File: src/rtl/seg_scan_driver.sv
// Four-digit time-multiplexed seven-segment driver. It latches the display word once per
// frame and scans active-low anodes with an optional blank gap at the start of each slot.
module seg_scan_driver #(
  parameter int DIV_N   = 100000,
  parameter int BLANK_N = 1000
) (
  input  logic        SYS_CLK,
  input  logic        RST,
  input  logic [15:0] data_in,
  input  logic [3:0]  dp_in,
  input  logic [3:0]  en_in,
  output logic [3:0]  ctrlBits,
  output logic [7:0]  dispcode,
  output logic        frame_start
);

  localparam int               CNT_W    = $clog2(DIV_N);
  localparam logic [CNT_W-1:0] CNT_LAST = CNT_W'(DIV_N - 1);

  // Active-low segments {g,f,e,d,c,b,a}; the decimal point is added separately.
  function automatic logic [6:0] seg7(input logic [3:0] nib);
    seg7 = 7'h7F;
    case (nib)
      4'h0: seg7 = 7'h40;
      4'h1: seg7 = 7'h79;
      4'h2: seg7 = 7'h24;
      4'h3: seg7 = 7'h30;
      4'h4: seg7 = 7'h19;
      4'h5: seg7 = 7'h12;
      4'h6: seg7 = 7'h02;
      4'h7: seg7 = 7'h78;
      4'h8: seg7 = 7'h00;
      4'h9: seg7 = 7'h10;
      4'hA: seg7 = 7'h08;
      4'hB: seg7 = 7'h03;
      4'hC: seg7 = 7'h46;
      4'hD: seg7 = 7'h21;
      4'hE: seg7 = 7'h06;
      4'hF: seg7 = 7'h0E;
      default: seg7 = 7'h7F;
    endcase
  endfunction

  logic [CNT_W-1:0] cnt_q, cnt_d;
  logic [1:0]       idx_q, idx_d;
  logic [15:0]      data_sh_q, data_sh_d;
  logic [3:0]       dp_sh_q, dp_sh_d;
  logic [3:0]       en_sh_q, en_sh_d;
  logic [3:0]       ctrl_bits_q, ctrl_bits_d;
  logic [7:0]       disp_code_q, disp_code_d;
  logic             frame_start_q, frame_start_d;

  logic             cnt_wrap;
  logic             frame_end;
  logic             blank;
  logic [3:0]       nibble;

  // NOTE: every signal written here gets a default first, so no path can infer a latch.
  always_comb begin
    cnt_wrap  = (cnt_q == CNT_LAST);
    frame_end = cnt_wrap && (idx_q == 2'd3);

    cnt_d = cnt_wrap ? '0 : cnt_q + CNT_W'(1);
    idx_d = cnt_wrap ? idx_q + 2'd1 : idx_q;

    // Shadows move only at the frame boundary, so a frame never mixes two input words.
    data_sh_d = frame_end ? data_in : data_sh_q;
    dp_sh_d   = frame_end ? dp_in   : dp_sh_q;
    en_sh_d   = frame_end ? en_in   : en_sh_q;

    nibble = data_sh_q[{idx_q, 2'b00} +: 4];
    blank  = (int'(cnt_q) < BLANK_N) || !en_sh_q[idx_q];

    ctrl_bits_d = 4'hF;
    disp_code_d = 8'hFF;
    if (!blank) begin
      ctrl_bits_d = ~(4'b0001 << idx_q);
      disp_code_d = {~dp_sh_q[idx_q], seg7(nibble)};
    end

    frame_start_d = frame_end;
  end

  // NOTE: state updates use non-blocking assignments so every flop samples pre-edge values.
  always_ff @(posedge SYS_CLK or negedge RST) begin
    if (!RST) begin
      cnt_q         <= '0;
      idx_q         <= 2'd0;
      // NOTE: the shadows are reset on purpose: zero enables make the first frame dark.
      data_sh_q     <= 16'h0000;
      dp_sh_q       <= 4'h0;
      en_sh_q       <= 4'h0;
      ctrl_bits_q   <= 4'hF;
      disp_code_q   <= 8'hFF;
      frame_start_q <= 1'b0;
    end else begin
      cnt_q         <= cnt_d;
      idx_q         <= idx_d;
      data_sh_q     <= data_sh_d;
      dp_sh_q       <= dp_sh_d;
      en_sh_q       <= en_sh_d;
      ctrl_bits_q   <= ctrl_bits_d;
      disp_code_q   <= disp_code_d;
      frame_start_q <= frame_start_d;
    end
  end

  assign ctrlBits    = ctrl_bits_q;
  assign dispcode    = disp_code_q;
  assign frame_start = frame_start_q;

endmodule

File: config.mk
export PLATFORM = sky130hd
export DESIGN_NAME = seg_scan_driver
export DESIGN_NICKNAME = d
export VERILOG_FILES = /design/src/rtl/seg_scan_driver.sv
export SDC_FILE = /design/constraint.sdc
export NUM_CORES = 1
export LEC_CHECK = 0
export BUFFER_PORTS_ARGS = -buffer_cell sky130_fd_sc_hd__buf_4
export CORE_MARGIN = 2
export CORE_UTILIZATION = 36
export DETAILED_ROUTE_END_ITERATION = 16
export GPL_TIMING_DRIVEN = 1
export HOLD_SLACK_MARGIN = 0.06
export SLEW_MARGIN = 5
export SYNTH_ARGS = -nofsm -noshare
export SYNTH_HDL_FRONTEND = slang
export SYNTH_SLANG_ARGS = --single-unit
File: constraint.sdc
create_clock -name SYS_CLK -period 3.15 [get_ports SYS_CLK]
set_clock_uncertainty 0.15 [all_clocks]
set_input_delay 0.4725 -clock SYS_CLK [delete_from_list [all_inputs] [get_ports SYS_CLK]]
set_output_delay 0.4725 -clock SYS_CLK [all_outputs]
set_load 0.01 [all_outputs]
==> flow_summary.json, run 1 <==
{
  "status": "finished, final reports clean",
  "synth_area_leaders": "dfrtp_1 40%, dfstp_2 12%, mux2_4 11%",
  "syn_nets": 243,
  "grt_use_total": 0.1247,
  "yosysMostFrequentCell": "dfrtp_1",
  "cts.sinks": 56,
  "die_area_um2": 8296,
  "clk_latency_ps": 310,
  "fin_nets": 284,
  "routed_via_density": 4.798,
  "synthTopCellsByCount": "44 x dfrtp_1, 20 x mux2_4, 15 x nand2_1",
  "grt_max_degree": 57,
  "ys_async_sr_fraction": 1.000,
  "synth.largest_area_cell": "dfrtp_1",
  "r2r_cells": 7,
  "r2r_slack_ps": 580,
  "cts-hold-fix-buffers": 0,
  "cts_tree": "yes",
  "wl_per_cell_um": 13.92,
  "finalNonFillerCells": 347,
  "fin_ws_ps": 579.7,
  "postCtsSetupBuffers": 0,
  "gp_congestion": 0.7104,
  "fin_tns_setup_ps": 0,
  "antenna_found_initial": 0,
  "synth.distinct_cells": 38,
  "r2r-end": "dispcode[0]",
  "critical_path_arrival_ps": 2670,
  "max_cap_violations": 0,
  "seqCellArea_um2": 1416,
  "port_buffers": 38,
  "cts_root_buf": "clkbuf_8",
  "timing.final.crit_share": 0.8160,
  "finalHoldViolCount": 0,
  "crit_end": "dispcode[0]",
  "cpPeakStageDelay_ps": 690,
  "crit_chain": "mux4_2 -> inv_1 -> ha_1 -> mux2i_1 -> a21oi_1 -> o22ai_1 -> nand2_1",
  "ys_warn_count": 0,
  "first_pass_iters": 4,
  "cp-startpoint": "idx_q[0]",
  "io_pins": 39,
  "drc": 0,
  "slew_violations": 0,
  "initial_core_util": 0.3744,
  "hpwl_um": 3368,
  "leakage_nw": 1.447,
  "cts_buffers": 5,
  "ys_seq_elements": 56,
  "vias": 1665,
  "crit_path_end_kind": "flop",
  "worst-path-max-fanout": 11,
  "drive_gt1_frac": 0.3992,
  "tightest_slew_ps": 1098,
  "grt_pass1_vias": 1690,
  "power_density_nw_per_um2": 388.0,
  "placed_cells": 339,
  "clock_path_buffers": 2,
  "critPathKind": "flop to flop",
  "crit_slowest_cell": "dfrtp_1",
  "drt_iter0_markers": 65,
  "slew_headroom": 0.2615,
  "syn_avg_cell_area_um2": 13.25,
  "required_ps": 3240,
  "synth_flop_cell": "dfrtp_1",
  "final_period_minus_worst_setup_slack_ps": 2570,
  "fp.dieH_um": 91.09,
  "fmax_ghz": 0.3891,
  "ir_drop_uv": 188.0,
  "reg2reg_from": "idx_q[0]",
  "area_growth_syn_to_layout_pct": 17.46,
  "htreeDepth": 2,
  "synth-edff-count": 0,
  "rsz0062_at_grt": "false",
  "cp-start-kind": "flop",
  "seq_area_frac_synth": 0.5188,
  "hp-class": "primary input to asynchronous set/reset pin",
  "preCtsSetupSlack_ps": 595.2,
  "clk_pin_slew_ps": 100,
  "n_antenna_cell": 0,
  "grt_pass1_wl_um": 8259,
  "num_rows": 31,
  "nFillCells": 713,
  "cts-resized-gates": 0,
  "yosysTopAreaCellShare": 0.4033,
  "ant_nets": 0,
  "setup_violations": 0,
  "totalWireLength_um": 4830,
  "core-area_um2": 7292,
  "netlist_area_um2": 2730,
  "die_w_um": 91.09,
  "grt.overflow.total": 0,
  "multi_input_area_um2": 1255,
  "syn_inst": 206
}
-- registers in the layout, indices dropped and copies added (netlist names) --
register	cells
ctrlBits	4
en_sh_q	4
idx_q	2
data_sh_q	16
cnt_q	17
dispcode	8
frame_start	1
dp_sh_q	4
-- where the power goes --
part / switching [W] / internal [W] / leakage, nW / total [W]
logic: 0.0000424 / 0.0000551 / 0.725 / 0.0000975
clock network: 0.000227 / 0.000176 / 0.0510 / 0.000403
registers: 0.00000890 / 0.000735 / 0.671 / 0.000744
-- cell families (layout without fill, tap and decap cells) --
kind of cell,Yosys count,in the layout,share of synthesized area
AOI/OAI and AO/OA,21,21,0.05225
xor gates and xnor gates,13,13,0.04171
adders and majority gates,11,11,0.05041
buffers and inverters,11,53,0.02154
DFF,56,56,0.5188
muxes,41,41,0.2104
and+or+nand+nor,53,53,0.1050
-- per-stage QoR --
stage	area, um^2	hold slack [ps]	util	total power (W)
2_1_floorplan	2730	26.91	-	0.0008050
3_3_place_gp	3114	316.4	0.4271	0.0008552
3_5_place_dp	3114	332.7	0.4271	0.0008563
4_1_cts	3207	75.26	0.4398	0.001267
5_1_grt	3207	104.6	0.4398	0.001308
6_report	3207	52.77	0.4398	0.001244
-- how the worst min path moves through the flow --
stage                       endpoint  slack [ps]
final                      cnt_q[12]          50
after CTS                   cnt_q[7]          80
after detailed placement    cnt_q[8]         330
after global placement      cnt_q[8]         320
after floorplan             cnt_q[0]          30
after global routing      en_sh_q[1]         100
-- critical path: cells and delay by family, from the launching register on --
family                   cells  cell delay, ps
multiplexers                 2             800
flip-flops                   1             690
adder cells (fa/ha/maj)      1             340
AO/OA/AOI/OAI                2             290
buffers and inverters        1             160
AND/OR/NAND/NOR              1              80
-- routing by layer --
metal,up-vias,wire [um],share of wire,global-route usage
li1,821,-,-,-
met1,805,2458,0.51,0.1856
met3,7,184,0.038,0.02822
met4,0,82,0.017,0.05051
met2,32,2104,0.44,0.1747
met5,-,0,0,0
-- area by class of cell --
class / count / share of cell area
clock buffer: 6 / 0.02575
clock inverter: 2 / 0.003121
inverter: 5 / 0.005853
multi-input combinational: 139 / 0.3913
sequential: 56 / 0.4417
tap: 99 / 0.03863
timing repair buffer: 40 / 0.09364
-- cells in the final DEF (no fill, tap or decap), types with 8 or more instances in the layout --
| cell | instances |
|---|---|
| mux2_4 | 20 |
| nand3_1 | 9 |
| nor2_1 | 11 |
| ha_1 | 11 |
| dfrtp_1 | 44 |
| mux2_2 | 11 |
| nand2_1 | 15 |
| dfstp_2 | 12 |
| xnor2_1 | 8 |
| buf_4 | 40 |
(Power assumes the default switching activity.)
==> inputs of run 2 (changes only) <==
--- a/config.mk
+++ b/config.mk
@@ -5,6 +5,7 @@
 export SDC_FILE = /design/constraint.sdc
 export NUM_CORES = 1
 export LEC_CHECK = 0
+export ABC_AREA = 1
 export BUFFER_PORTS_ARGS = -buffer_cell sky130_fd_sc_hd__buf_4
 export CORE_MARGIN = 2
 export CORE_UTILIZATION = 36
==> constraint.sdc (replaced) <==
create_clock -name SYS_CLK -period 2.6 [get_ports SYS_CLK]
set_clock_uncertainty 0.15 [all_clocks]
set_input_delay 0.39 -clock SYS_CLK [delete_from_list [all_inputs] [get_ports SYS_CLK]]
set_output_delay 0.39 -clock SYS_CLK [all_outputs]
set_load 0.01 [all_outputs]
==> run 2 against run 1 <==
Cell count rose by 51%. Global-route usage rose by 3.3 points. Sequential cell count unchanged. Register-to-register slack worse by 220 ps. Critical path depth up 3. Maximum frequency is 15% higher. Cell area increased by 8.1%. Routed wire length grew 32%.
==> flow_summary.json, run 2 <==
{
  "fin_tns_setup_ps": 0,
  "hpwl_um": 4608,
  "ant_nets": 0,
  "status": "finished, final reports clean",
  "syn_nets": 419,
  "first_pass_iters": 4,
  "io_pins": 39,
  "worst-path-max-fanout": 15,
  "timing.final.crit_share": 0.8605,
  "ys_warn_count": 0,
  "r2r_cells": 10,
  "max_cap_violations": 0,
  "syn_avg_cell_area_um2": 7.871,
  "seq_area_frac_synth": 0.4711,
  "die_area_um2": 9098,
  "synth-edff-count": 0,
  "clock_path_buffers": 2,
  "top_register": "cnt_q",
  "synth_area_leaders": "dfrtp_1 37%, nand2_1 16%, dfstp_2 10%",
  "worstHoldPathCells": 3,
  "drive_gt1_frac": 0.1842,
  "core-area_um2": 8175,
  "synthTopCellsByCount": "127 x nand2_1, 46 x nor2_1, 44 x dfrtp_1",
  "slew_headroom": 0.5323,
  "hold_slack_ps": 169.2,
  "drc": 0,
  "critical_path_arrival_ps": 2340,
  "yosysMostFrequentCell": "nand2_1",
  "wl_per_cell_um": 12.20,
  "n_antenna_cell": 0,
  "clk_latency_ps": 310,
  "port_buffers": 38,
  "setup_violations": 0,
  "antenna_found_initial": 0,
  "largest_register_ffs": 17,
  "placed_cells": 514,
  "mostFrequentLayoutCell": "nand2_1",
  "fp.dieH_um": 95.39,
  "preCtsSetupSlack_ps": 413.6,
  "seqCellArea_um2": 1416,
  "cts-resized-gates": 0,
  "vias": 2476,
  "area_growth_syn_to_layout_pct": 15.27,
  "final_period_minus_worst_setup_slack_ps": 2237,
  "routed_via_density": 4.734,
  "finalNonFillerCells": 523,
  "placed_area_um2": 3362,
  "gp_congestion": 0.8660,
  "syn_inst": 382,
  "nFillCells": 855,
  "cp-start-kind": "flop",
  "critPathKind": "flop to flop",
  "slew_violations": 0,
  "cp-startpoint": "idx_q[0]",
  "ir_drop_uv": 177.8,
  "grt_pass1_wl_um": 11260,
  "synth.largest_area_cell": "dfrtp_1",
  "rsz0062_at_grt": "false",
  "power_density_nw_per_um2": 407.8,
  "synth_flop_cell": "dfrtp_1",
  "fmax_ghz": 0.4470,
  "grt_pass1_vias": 2379,
  "drt_iter0_markers": 137,
  "cts.sinks": 56,
  "crit_path_end_kind": "flop",
  "num_rows": 33,
  "grt_max_degree": 57,
  "final_cell_mix": "127 x nand2_1, 46 x nor2_1, 44 x dfrtp_1, 39 x buf_4, 33 x nand3_1",
  "totalWireLength_um": 6382,
  "cts_buffers": 5,
  "cts_root_buf": "clkbuf_8",
  "cts_tree": "yes",
  "synth.distinct_cells": 24,
  "finalHoldViolCount": 0,
  "initial_core_util": 0.3678,
  "hp-class": "primary input to flop",
  "tightest_slew_ps": 701.6,
  "required_ps": 2700,
  "grt.overflow.total": 0,
  "htreeDepth": 2,
  "min_from": "data_in[6]",
  "fin_nets": 454,
  "multi_input_area_um2": 1371,
  "die_w_um": 95.39,
  "postLayoutCellArea_um2": 3466,
  "clk_pin_slew_ps": 110,
  "reg2reg_from": "idx_q[0]",
  "leakage_nw": 1.671,
  "netlist_area_um2": 3007,
  "ys_seq_elements": 56,
  "fin_ws_ps": 362.6,
  "yosysTopAreaCellShare": 0.3662,
  "ys_async_sr_fraction": 1.000,
  "grt_use_total": 0.1574
}
[run 2: metal layers]
layer,vias to the layer above,global-route usage,part of all wire
met2,32,0.2394,0.45
met3,5,0.02213,0.028
met5,-,0,0
met1,1148,0.2315,0.51
met4,0,0.05000,0.010
li1,1291,-,-
[run 2: final timing paths]
check | end | slack (ps)
min in group asynchronous | cnt_q[9] | 510
worst min-delay path | data_sh_q[6] | 170
max in group asynchronous | dp_sh_q[2] | 1330
worst min register to register | cnt_q[0] | 320
worst max register to register | dispcode[3] | 360
worst max-delay path | dispcode[3] | 360
[run 2: power by group]
part           switching (W)  total (W)  internal (W)
logic              0.0000214  0.0000457     0.0000242
clock network       0.000299   0.000496      0.000197
registers                  0   0.000871      0.000871
[run 2: logic make-up (layout without fill, tap and decap cells)]
| group | after synthesis | in the layout | share of synthesized area |
|---|---|---|---|
| AND/OR/NAND/NOR | 248 | 248 | 0.3774 |
| flip-flops | 56 | 56 | 0.4711 |
| buffers and inverters | 52 | 88 | 0.07283 |
| adder cells (fa/ha/maj) | 11 | 11 | 0.04578 |
| AO/OA/AOI/OAI | 9 | 9 | 0.01540 |
| XOR/XNOR | 6 | 6 | 0.01748 |
[run 2: per-stage QoR]
stage	power [W]	utilization
after floorplan	0.0008879	-
after global placement	0.0009342	0.4112
after detailed placement	0.0009343	0.4112
after CTS	0.001441	0.4239
after global routing	0.001488	0.4239
final	0.001413	0.4239
[run 2: worst max-delay path: stages (launching register included)]
cell	delay [ps]
dfrtp_1	700
inv_2	260
nand2_1	110
nand3_1	70
nand2_1	210
inv_1	120
ha_1	230
nand3_1	130
nand2_1	70
nand2_1	60
nand3_1	60
[run 2: timing repair]
action                                 in CTS  in global routing
hold buffers                                1                  0
endpoints found under the hold margin      44                  0
setup endpoints to repair                   0                  0
buffers inserted                            0                  0
[run 2: layout make-up]
cell class / instances / area share
clock buffers: 5 / 0.01986
clock inverters: 3 / 0.007220
inverters: 40 / 0.04332
multi-input cells: 274 / 0.3957
flip-flops and latches: 56 / 0.4087
well taps: 105 / 0.03791
repair buffers: 40 / 0.08736
